$ cat src/rtl/axis_video_frame_sink_pkg.sv
// Shared types and constants for the AXI4-Stream video frame sink.
package axis_video_frame_sink_pkg;

  typedef enum logic [1:0] {
    WAIT_SOF = 2'd0,
    ACTIVE   = 2'd1,
    DRAIN    = 2'd2
  } sink_state_t;

  // tready pattern selection
  localparam logic [1:0] READY_ALWAYS = 2'b00;
  localparam logic [1:0] READY_TOGGLE = 2'b01;
  localparam logic [1:0] READY_LFSR   = 2'b10;
  localparam logic [1:0] READY_OFF    = 2'b11;

  localparam int PIX_W = 8;

  typedef struct packed {
    logic [PIX_W-1:0] red;
    logic [PIX_W-1:0] green;
    logic [PIX_W-1:0] blue;
  } rgb_pixel_t;

  // Fibonacci LFSR step, polynomial x^16+x^14+x^13+x^11+1
  function automatic logic [15:0] lfsr_next(input logic [15:0] s);
    return {s[14:0], s[15] ^ s[13] ^ s[12] ^ s[10]};
  endfunction

endpackage

$ cat src/rtl/axis_video_frame_sink_if.sv
// AXI4-Stream video bus between the mm2s source and the frame sink.
// Handshake: a beat transfers on a rising clk edge where tvalid and tready
// are both 1. The source holds tvalid/tuser/tlast/tdata stable until that
// edge; tready is produced without looking at tvalid.
interface axis_video_frame_sink_if #(
  parameter int TDATA_WIDTH = 24
);
  logic                   tvalid;
  logic                   tready;
  logic                   tuser;
  logic                   tlast;
  logic [TDATA_WIDTH-1:0] tdata;

  modport master (output tvalid, output tuser, output tlast, output tdata, input tready);
  modport slave  (input tvalid, input tuser, input tlast, input tdata, output tready);
endinterface

$ cat src/rtl/axis_video_frame_sink_ready_gen.sv
// Registered tready generator: always, toggle, LFSR or hold-low patterns.
module axis_video_frame_sink_ready_gen
  import axis_video_frame_sink_pkg::*;
#(
  parameter logic [15:0] LFSR_SEED = 16'hACE1
) (
  input  logic       clk,
  input  logic       reset,
  input  logic [1:0] mode,
  output logic       tready
);

  logic [15:0] lfsr_q;
  logic        toggle_q;
  logic        ready_d;

  // Pattern mux; the toggle flop starts at 0 so the first ready is 1
  always_comb begin
    ready_d = 1'b0;
    case (mode)
      READY_ALWAYS: ready_d = 1'b1;
      READY_TOGGLE: ready_d = ~toggle_q;
      READY_LFSR:   ready_d = lfsr_q[0];
      default:      ready_d = 1'b0;
    endcase
  end

  // LFSR and toggle free-run every cycle; tready is the registered mux output
  always_ff @(posedge clk) begin
    if (reset) begin
      lfsr_q   <= LFSR_SEED;
      toggle_q <= 1'b0;
      tready   <= 1'b0;
    end else begin
      lfsr_q   <= lfsr_next(lfsr_q);
      toggle_q <= ~toggle_q;
      tready   <= ready_d;
    end
  end

endmodule

$ cat src/rtl/axis_video_frame_sink.sv
// AXI4-Stream video sink: rebuilds frame geometry from tuser/tlast, emits
// pixels with coordinates, and flags protocol/geometry violations.
module axis_video_frame_sink
  import axis_video_frame_sink_pkg::*;
#(
  parameter int          TDATA_WIDTH  = 24,
  parameter int          i_data_width = 8,
  parameter int          IMG_WIDTH    = 64,
  parameter int          IMG_HEIGHT   = 48,
  parameter logic [15:0] LFSR_SEED    = 16'hACE1
) (
  input  logic                    clk,
  input  logic                    reset,
  input  logic [1:0]              iReadyMode,
  axis_video_frame_sink_if.slave  s_axis,
  output logic                    valid,
  output logic [i_data_width-1:0] red,
  output logic [i_data_width-1:0] green,
  output logic [i_data_width-1:0] blue,
  output logic [15:0]             xCord,
  output logic [15:0]             yCord,
  output logic                    endOfFrame,
  output logic                    errSofEarly,
  output logic                    errEolEarly,
  output logic                    errEolLate,
  output logic [15:0]             frameCount,
  output logic [15:0]             errCount,
  output logic [15:0]             dropCount,
  output sink_state_t             fsm_state
);

  localparam logic [15:0] X_LAST = 16'(IMG_WIDTH - 1);
  localparam logic [15:0] Y_LAST = 16'(IMG_HEIGHT - 1);

  sink_state_t state_q, state_d;
  logic [15:0] x_q, y_q, x_d, y_d;
  logic [15:0] cx, cy;
  logic        tready_q, transfer;
  logic        emit, drop, eof, sof_err, eol_early, eol_late;

  axis_video_frame_sink_ready_gen #(.LFSR_SEED(LFSR_SEED)) u_ready_gen (
    .clk    (clk),
    .reset  (reset),
    .mode   (iReadyMode),
    .tready (tready_q)
  );

  assign s_axis.tready = tready_q;
  assign transfer      = s_axis.tvalid & tready_q;
  assign fsm_state     = state_q;

  // Next-state: place the beat, then apply the line-end rules to its position.
  // A restart beat (tuser inside a frame) reports only errSofEarly; a broken
  // line on that same beat still drains, just without a second error pulse.
  always_comb begin
    state_d   = state_q;
    x_d       = x_q;
    y_d       = y_q;
    cx        = x_q;
    cy        = y_q;
    emit      = 1'b0;
    drop      = 1'b0;
    eof       = 1'b0;
    sof_err   = 1'b0;
    eol_early = 1'b0;
    eol_late  = 1'b0;
    if (transfer) begin
      if (s_axis.tuser) begin
        emit    = 1'b1;
        cx      = 16'd0;
        cy      = 16'd0;
        sof_err = (state_q == ACTIVE);
      end else if (state_q == ACTIVE) begin
        emit = 1'b1;
      end else begin
        drop = 1'b1;
      end
      if (emit) begin
        if (s_axis.tlast && (cx != X_LAST)) begin
          eol_early = ~sof_err;
          state_d   = DRAIN;
          x_d       = 16'd0;
          y_d       = 16'd0;
        end else if (!s_axis.tlast && (cx == X_LAST)) begin
          eol_late = ~sof_err;
          state_d  = DRAIN;
          x_d      = 16'd0;
          y_d      = 16'd0;
        end else if (s_axis.tlast) begin
          x_d = 16'd0;
          if (cy == Y_LAST) begin
            eof     = 1'b1;
            state_d = WAIT_SOF;
            y_d     = 16'd0;
          end else begin
            state_d = ACTIVE;
            y_d     = cy + 16'd1;
          end
        end else begin
          state_d = ACTIVE;
          x_d     = cx + 16'd1;
          y_d     = cy;
        end
      end
    end
  end

  // FSM and position registers
  always_ff @(posedge clk) begin
    if (reset) begin
      state_q <= WAIT_SOF;
      x_q     <= 16'd0;
      y_q     <= 16'd0;
    end else begin
      state_q <= state_d;
      x_q     <= x_d;
      y_q     <= y_d;
    end
  end

  // Registered pixel, strobe and counter outputs; data holds when idle
  always_ff @(posedge clk) begin
    if (reset) begin
      valid       <= 1'b0;
      red         <= '0;
      green       <= '0;
      blue        <= '0;
      xCord       <= 16'd0;
      yCord       <= 16'd0;
      endOfFrame  <= 1'b0;
      errSofEarly <= 1'b0;
      errEolEarly <= 1'b0;
      errEolLate  <= 1'b0;
      frameCount  <= 16'd0;
      errCount    <= 16'd0;
      dropCount   <= 16'd0;
    end else begin
      valid       <= emit;
      endOfFrame  <= eof;
      errSofEarly <= sof_err;
      errEolEarly <= eol_early;
      errEolLate  <= eol_late;
      if (emit) begin
        red   <= s_axis.tdata[TDATA_WIDTH-1 -: i_data_width];
        green <= s_axis.tdata[2*i_data_width-1 -: i_data_width];
        blue  <= s_axis.tdata[i_data_width-1:0];
        xCord <= cx;
        yCord <= cy;
      end
      if (eof) frameCount <= frameCount + 16'd1;
      if ((sof_err | eol_early | eol_late) && (errCount != 16'hFFFF))
        errCount <= errCount + 16'd1;
      if (drop && (dropCount != 16'hFFFF))
        dropCount <= dropCount + 16'd1;
    end
  end

endmodule

$ cat src/flat_wrapper.sv
// flat-port wrapper written by rule: the top's interface ports become plain ports
module axis_video_frame_sink_flat import axis_video_frame_sink_pkg::*;
#(
  parameter int          TDATA_WIDTH  = 24,
  parameter int          i_data_width = 8,
  parameter int          IMG_WIDTH    = 64,
  parameter int          IMG_HEIGHT   = 48,
  parameter logic [15:0] LFSR_SEED    = 16'hACE1
)
  (clk, reset, iReadyMode, valid, red, green, blue, xCord, yCord, endOfFrame, errSofEarly, errEolEarly, errEolLate, frameCount, errCount, dropCount, fsm_state, s_axis_tvalid, s_axis_tuser, s_axis_tlast, s_axis_tdata, s_axis_tready);
  axis_video_frame_sink_if #(.TDATA_WIDTH(TDATA_WIDTH)) s_axis_i ();
  input  logic clk;
  input  logic reset;
  input  logic [1:0] iReadyMode;
  output logic valid;
  output logic [i_data_width-1:0] red;
  output logic [i_data_width-1:0] green;
  output logic [i_data_width-1:0] blue;
  output logic [15:0] xCord;
  output logic [15:0] yCord;
  output logic endOfFrame;
  output logic errSofEarly;
  output logic errEolEarly;
  output logic errEolLate;
  output logic [15:0] frameCount;
  output logic [15:0] errCount;
  output logic [15:0] dropCount;
  output sink_state_t fsm_state;
  input wire logic [$bits(s_axis_i.tvalid)-1:0] s_axis_tvalid;
  input wire logic [$bits(s_axis_i.tuser)-1:0] s_axis_tuser;
  input wire logic [$bits(s_axis_i.tlast)-1:0] s_axis_tlast;
  input wire logic [$bits(s_axis_i.tdata)-1:0] s_axis_tdata;
  output wire logic [$bits(s_axis_i.tready)-1:0] s_axis_tready;
  assign s_axis_i.tvalid = s_axis_tvalid;
  assign s_axis_i.tuser = s_axis_tuser;
  assign s_axis_i.tlast = s_axis_tlast;
  assign s_axis_i.tdata = s_axis_tdata;
  assign s_axis_tready = s_axis_i.tready;
  axis_video_frame_sink #(.TDATA_WIDTH(TDATA_WIDTH), .i_data_width(i_data_width), .IMG_WIDTH(IMG_WIDTH), .IMG_HEIGHT(IMG_HEIGHT), .LFSR_SEED(LFSR_SEED)) u_core (.clk(clk), .reset(reset), .iReadyMode(iReadyMode), .s_axis(s_axis_i), .valid(valid), .red(red), .green(green), .blue(blue), .xCord(xCord), .yCord(yCord), .endOfFrame(endOfFrame), .errSofEarly(errSofEarly), .errEolEarly(errEolEarly), .errEolLate(errEolLate), .frameCount(frameCount), .errCount(errCount), .dropCount(dropCount), .fsm_state(fsm_state));
endmodule
$ cat config.mk
export PLATFORM = sky130hd
export DESIGN_NAME = axis_video_frame_sink_flat
export DESIGN_NICKNAME = d
export VERILOG_FILES = /design/src/rtl/axis_video_frame_sink_pkg.sv /design/src/rtl/axis_video_frame_sink_if.sv /design/src/rtl/axis_video_frame_sink_ready_gen.sv /design/src/rtl/axis_video_frame_sink.sv /design/src/flat_wrapper.sv
export SDC_FILE = /design/constraint.sdc
export NUM_CORES = 1
export LEC_CHECK = 0
export CELL_PAD_IN_SITES_DETAIL_PLACEMENT = 0
export CELL_PAD_IN_SITES_GLOBAL_PLACEMENT = 1
export CORE_MARGIN = 5
export CORE_UTILIZATION = 46
export CTS_BUF_LIST = sky130_fd_sc_hd__clkbuf_16
export CTS_CLUSTER_SIZE = 14
export DETAILED_ROUTE_END_ITERATION = 6
export DONT_BUFFER_PORTS = 1
export GPL_TIMING_DRIVEN = 0
export PLACE_DENSITY = 0.88
export SYNTH_ARGS = -nofsm -noshare
export SYNTH_HDL_FRONTEND = slang
export SYNTH_SLANG_ARGS = --single-unit
$ cat constraint.sdc
create_clock -name clk -period 5.1 [get_ports clk]
set_clock_uncertainty 0.2 [all_clocks]
set_input_delay 0.765 -clock clk [delete_from_list [all_inputs] [get_ports clk]]
set_output_delay 0.765 -clock clk [all_outputs]
set_load 0.005 [all_outputs]
**Word level (Yosys, flattened, before mapping)**

Index checks and enable logic that the tools add are counted.

- Bits in registers: 161
- Bits of input ports: 31
- Output and inout bits: 112
- Logic and storage cells: 88

- $add $sub $neg: 5
- Eq/ne operators: 8
- Muxes and demuxes: 41
- Bitwise gates (word level): 8
- Reduce and logical (&&, ||, !) cells: 7

Operators by type and width:

| operator | count |
|---|---|
| $mux 16 | 13 |
| $add 16x1->16 const B | 5 |
| $eq 16x6->1 const B | 2 |
| $ne 16x16->1 const B | 2 |
| $mux 1 | 25 |
| $ne 16x6->1 const B | 1 |
| $eq 2x1->1 const B | 2 |
| $logic_and 1x1->1 | 4 |
| $mux 2 | 2 |
| $pmux 1 s3 | 1 |
| $xor 1x1->1 | 3 |
| $eq 2x2->1 const B | 1 |
| $logic_not 2->1 | 1 |
| $not 1->1 | 2 |
| $or 1x1->1 | 2 |
| $reduce_and 2->1 | 1 |
| $and 1x1->1 | 1 |
| $logic_not 1->1 | 1 |

**Longest topological paths before layout**

- Depth in word-level cells: 10
- Depth in mapped cells: 16
- Depth with buffers taken out: 12

**Cells and area by module**

From an unflattened synthesis, not the netlist that was laid out.

- Cell total of the unflattened synthesis: 862
- Area total of the unflattened synthesis: 7044.3 µm²

Modules (own cells, without submodules):

| module | instances | cells each | area each (µm²) | seq. area each (µm²) |
|---|---|---|---|---|
| axis_video_frame_sink | 1 | 820 | 6520.0 | 2862.7 |
| axis_video_frame_sink_ready_gen | 1 | 42 | 524.3 | 360.3 |

**Least setup slack after synthesis**

No wires, ideal clock.

- Path type: input to register
- From: input port s_axis_tuser
- To: register u_core.x_q[8]
- Setup time: 0.091 ns
- Arrival: 4.037 ns
- Required time: 4.809 ns
- Path slack: 0.772 ns
- Cell stages on the path: 16
- Buffers on the path: 6
- Cell sequence: buf_2 > buf_1 > clkbuf_1 > nor2b_1 > ha_1 > and3_1 > and3_1 > clkbuf_1 > nand4_1 > ha_1 > buf_2 > or3_1 > a211oi_1 > clkbuf_1 > a41oi_1 > a311oi_1

- Longest elaborated chain between the ends: 6
- Elaborated cells on any way between the ends: 13
- Those cells by class: add/sub (1); eq/ne (2); mux (7); reduce/logical (3)

Ends and longest elaborated chain:

| what | RTL line | text |
|---|---|---|
| start, declared | flat_wrapper.sv:30 | `input wire logic [$bits(s_axis_i.tuser)-1:0] s_axis_tuser;` |
| $mux 16 | axis_video_frame_sink.sv:68 | `if (s_axis.tuser) begin` |
| $mux 16 | axis_video_frame_sink.sv:67 | `if (transfer) begin` |
| $add 16x1->16 / $eq 16x6->1 (equally long branches) | axis_video_frame_sink.sv:101, axis_video_frame_sink.sv:84 |  |
| $mux 16 / $logic_and 1x1->1 (equally long branches) | axis_video_frame_sink.sv:89, axis_video_frame_sink.sv:84 |  |
| $mux 16 | axis_video_frame_sink.sv:84 | `end else if (!s_axis.tlast && (cx == X_LAST)) begin` |
| $mux 16 | axis_video_frame_sink.sv:79 | `if (s_axis.tlast && (cx != X_LAST)) begin` |
| end signal, assigned | axis_video_frame_sink.sv:112 | `x_q <= 16'd0;` |
| end signal, assigned | axis_video_frame_sink.sv:116 | `x_q <= x_d;` |
| end, declared | axis_video_frame_sink.sv:36 | `logic [15:0] x_q, y_q, x_d, y_d;` |

Parallel ways exist; a longest one is shown, timed or not. The select of a mux whose other input is x is not followed.
A chain may end at the register's enable or synchronous reset.

**Worst setup path after layout**

- From: input port s_axis_tuser
- To: register u_core.errCount[15]

- Longest elaborated chain between the ends: 10
- Elaborated cells on any way between the ends: 22
- Those cells by class: eq/ne (2); mux (14); bitwise (3); reduce/logical (3)

Ends and longest elaborated chain:

| what | RTL line | text |
|---|---|---|
| $mux 16 | axis_video_frame_sink.sv:68 |  |
| $mux 16 | axis_video_frame_sink.sv:67 |  |
| $ne 16x6->1 / $eq 16x6->1 (equally long branches) | axis_video_frame_sink.sv:79, axis_video_frame_sink.sv:84 |  |
| $logic_and 1x1->1, on equally long branches | axis_video_frame_sink.sv:79, axis_video_frame_sink.sv:84 |  |
| $mux 1, on equally long branches | axis_video_frame_sink.sv:79, axis_video_frame_sink.sv:84 |  |
| $mux 1, on equally long branches | axis_video_frame_sink.sv:78, axis_video_frame_sink.sv:79 |  |
| $mux 1, on equally long branches | axis_video_frame_sink.sv:67, axis_video_frame_sink.sv:78 |  |
| $or 1x1->1 / $mux 1 (equally long branches) | axis_video_frame_sink.sv:151, axis_video_frame_sink.sv:67 |  |
| $or 1x1->1 * | axis_video_frame_sink.sv:151 | `if ((sof_err \| eol_early \| eol_late) && (errCount != 16'hFFFF))` |
| $logic_and 1x1->1 * | axis_video_frame_sink.sv:151 |  |
| end signal, assigned | axis_video_frame_sink.sv:152 | `errCount <= errCount + 16'd1;` |
| end, declared | axis_video_frame_sink.sv:27 | `output logic [15:0] errCount,` |

Every way passes the cells marked *; elsewhere a longest branch is shown, timed or not. The select of a mux whose other input is x is not followed.

==> results.py <==
metrics = {
    "sta": {
        "slew-limit-headroom_pct": 46.9,
        "hold_viol_final": 0,
        "fin_tns_setup_ns": 0,
        "setup_viol": 0,
        "post-route-period-util_pct": 93.8,
        "max_freq_ghz": 0.209,
        "drv_slew": 0,
        "rsz0062_at_grt": "false",
        "layout_min_cycle_time_ns": 4.78,
        "worst_pin_slew_ns": 0.796,
    },
    "global_routing": {
        "grt_pass1_wl_um": 30500,
        "first_global_vias": 5703,
        "grt_usage_pct": 21.3,
        "grt_antenna_before_repair": 0,
        "grt_max_degree": 17,
        "overflow": 0,
    },
    "drt": {
        "wl_met1_um": 8510,
        "wl_met3_um": 1260,
        "dr_total_vias": 6248,
        "drc": 0,
        "highest_layer": "met4",
        "drt_wl_total_um": 19500,
        "dr.pass1.iters": 4,
        "met2RoutedLength_um": 9450,
        "via_per_inst": 5.85,
        "avgRoutedWirePerCell_um": 18.3,
        "antenna_left": 0,
        "drtIter0Drc": 350,
    },
    "synth": {
        "synth_edf_count": 0,
        "syn_nets": 887,
        "synthCells": 849,
        "ys_seq_area_share_pct": 46.0,
        "yosysWarnings": 0,
        "ys.flop_type": "dfxtp_1",
        "synth_area_um2": 7010,
        "synth-seq-cells": 161,
        "async_flop_share_pct": 0,
        "synth.distinct_cells": 67,
        "postSynthAreaPerCell_um2": 8.26,
    },
    "floorplanning": {
        "die_h_um": 133,
        "die_area_um2": 17800,
        "start_util_pct": 46.5,
        "rows": 45,
        "coreArea_um2": 15100,
        "io_pins": 143,
        "die_x_um": 133,
    },
    "cells_and_area": {
        "fin_cells": 1068,
        "stdcell_area_um2": 7780,
        "most-common-layout-cells": "dfxtp_1 (161), nand2_1 (125), a21oi_1 (98), nor2_1 (79), nand3_1 (44)",
        "drive_above_1_share_pct": 7.50,
        "nFillCells": 1516,
        "multi_input_area_um2": 3570,
        "nNetsFinal": 906,
        "final_common_cell": "dfxtp_1",
        "seq_area_um2": 3220,
        "area_growth_pct": 10.9,
        "diodes": 0,
    },
    "worst_setup_path": {
        "reg2reg_from": "u_core.x_q[0]$_SDFFE_PP0P_",
        "r2r_slack_ns": 1.15,
        "worstPathMaxFanout": 10,
        "worst_setup_path_start_kind": "input port",
        "required_ns": 5.24,
        "arrival_ns": 4.93,
        "r2r-end": "u_core.errCount[15]$_SDFFE_PP0P_",
        "r2r_cells": 12,
        "critical_path.startpoint": "s_axis_tuser",
        "cp-endpoint": "u_core.errCount[15]$_SDFFE_PP0P_",
        "criticalPathCategory": "input port to flip-flop",
        "cp-end-kind": "flip-flop",
    },
    "pwr": {
        "ir_worst_vdd_mv": 0.226,
        "power_density_nw_per_um2": 321,
        "p_leak_nw": 2.49,
        "finalPower_w": 0.00250,
    },
    "clocking": {
        "postCtsHoldBufs": 0,
        "cts_buffers": 17,
        "cts.sinks": 161,
        "clock-root-buffer": "clkbuf_16",
        "h-tree-depth": 4,
        "cts_tree": "done",
        "clk_latency_ns": 0.42,
        "ctsLongestPathBuffers": 2,
        "path_clk_slew_ns": 0.06,
    },
    "placement": {
        "gp_congestion": 0.883,
        "dp_cells": 1038,
        "hpwl_um": 14100,
        "port-buffer-count": 0,
        "dpl_cell_area_um2": 7260,
    },
    "flow_run": {
        "drv_cap": 0,
    },
    "hold_path": {
        "hold_class": "flip-flop to flip-flop",
    },
    "outcome": {
        "outcome": "complete, no violations",
    },
}
==> cell families after synthesis <==
group	count (synthesis)	synth area share, %
AOI/OAI and AO/OA	192	16.7
xor gates and xnor gates	25	3.12
adders and majority gates	7	1.25
buffers and inverters	61	3.39
DFF	161	46.0
muxes	5	0.750
and+or+nand+nor	398	28.9
==> cell type report <==
| type | count | share of cell area (%) |
|---|---|---|
| plain buffers | 48 | 2.46 |
| clock buffers | 17 | 5.47 |
| clock inverters | 14 | 0.997 |
| inverters | 12 | 0.579 |
| multi-input cells | 627 | 45.9 |
| flip-flops and latches | 161 | 41.4 |
| well taps | 188 | 3.02 |
| repair buffers | 1 | 0.145 |
==> stage by stage <==
| stage | worst slack (ns) | hold slack (ns) | util [%] |
|---|---|---|---|
| after CTS | 0.0288 | 0.207 | 51.4 |
| after global routing | 0.0814 | 0.213 | 51.5 |
| final | 0.315 | 0.207 | 51.5 |
| after floorplan | 0.772 | 0.189 | - |
| after detailed placement | -0.412 | 0.196 | 48.1 |
| after global placement | -0.655 | 0.192 | 48.0 |
==> worst min-delay path by stage <==
stage / startpoint / to / cells after the start
global route: u_core.u_ready_gen.lfsr_q[14]$_SDFF_PP0_ / u_core.u_ready_gen.lfsr_q[15]$_SDFF_PP1_ / 1
detailed placement: u_core.u_ready_gen.lfsr_q[14]$_SDFF_PP0_ / u_core.u_ready_gen.lfsr_q[15]$_SDFF_PP1_ / 1
CTS: u_core.u_ready_gen.lfsr_q[14]$_SDFF_PP0_ / u_core.u_ready_gen.lfsr_q[15]$_SDFF_PP1_ / 1
global placement: u_core.u_ready_gen.lfsr_q[14]$_SDFF_PP0_ / u_core.u_ready_gen.lfsr_q[15]$_SDFF_PP1_ / 1
finish: u_core.u_ready_gen.lfsr_q[14]$_SDFF_PP0_ / u_core.u_ready_gen.lfsr_q[15]$_SDFF_PP1_ / 1
floorplan: u_core.u_ready_gen.lfsr_q[9]$_SDFF_PP0_ / u_core.u_ready_gen.lfsr_q[10]$_SDFF_PP1_ / 1
==> cells in the mapped netlist (3+ instances only) <==
cell / count / area (um^2)
dfxtp_1: 161 / 3220
nand2_1: 125 / 469
a21oi_1: 99 / 495
nor2_1: 79 / 297
nand3_1: 44 / 220
clkbuf_1: 39 / 146
o21ai_0: 29 / 145
nand4_1: 27 / 169
xor2_1: 20 / 175
or3_1: 19 / 119
nor2b_1: 17 / 106
nor3_1: 12 / 60.1
inv_1: 11 / 41.3
nor4_1: 10 / 62.6
and3_1: 9 / 56.3
o21a_1: 9 / 67.6
or4_1: 9 / 67.6
or2_2: 8 / 50.1
a31oi_1: 7 / 43.8
ha_1: 7 / 87.6
and2_1: 6 / 37.5
and4_1: 6 / 52.6
a32oi_1: 5 / 43.8
buf_1: 5 / 18.8
nand2b_1: 5 / 31.3
nand4b_1: 5 / 43.8
o31ai_1: 5 / 37.5
xnor2_1: 5 / 43.8
a211oi_1: 4 / 30.0
a22oi_1: 4 / 30.0
a311oi_1: 4 / 35.0
buf_2: 4 / 20.0
o2111ai_1: 4 / 35.0
o211ai_1: 4 / 30.0
mux2i_1: 3 / 30.0
==> power by group <==
group	internal, W	switching, W	total, W
sequential	0.00128	0.0000114	0.00129
clock	0.000606	0.000501	0.00111
combinational	0.0000272	0.0000777	0.000105
==> flip-flops by register name, summed over array words and instances, names as in the netlist, 2 cells and up <==
register,cells
u_core.xCord,16
u_core.yCord,16
u_core.dropCount,16
u_core.blue,8
u_core.frameCount,16
u_core.green,8
u_core.fsm_state,2
u_core.x_q,16
u_core.red,8
u_core.y_q,16
u_core.u_ready_gen.lfsr_q,16
u_core.errCount,16
==> what timing repair did <==
| item | 4_1_cts | 5_1_grt |
|---|---|---|
| resized for setup | 0 | 8 |
| setup buffers | 0 | 0 |
| setup endpoints to repair | 0 | 38 |
==> layer usage <==
| layer | vias up | track usage, % |
|---|---|---|
| li1 | 3070 | - |
| met1 | 2980 | 27.7 |
| met2 | 179 | 34.6 |
| met3 | 19 | 5.82 |
| met4 | 0 | 6.91 |
| met5 | - | 0 |
==> critical path, stage by stage <==
cell and delay (ns):
buf_2 0.20, buf_1 0.52, clkbuf_2 0.40, nor2b_1 0.16
ha_1 0.25, and3_1 0.20, and3_2 0.28, nand4_1 0.19
ha_1 0.17, buf_2 0.23, nor3_1 0.17, a211oi_2 0.49
o211ai_2 0.29, or4_1 0.46, a21oi_1 0.15
Note: power is estimated with default switching activity, not from simulation.
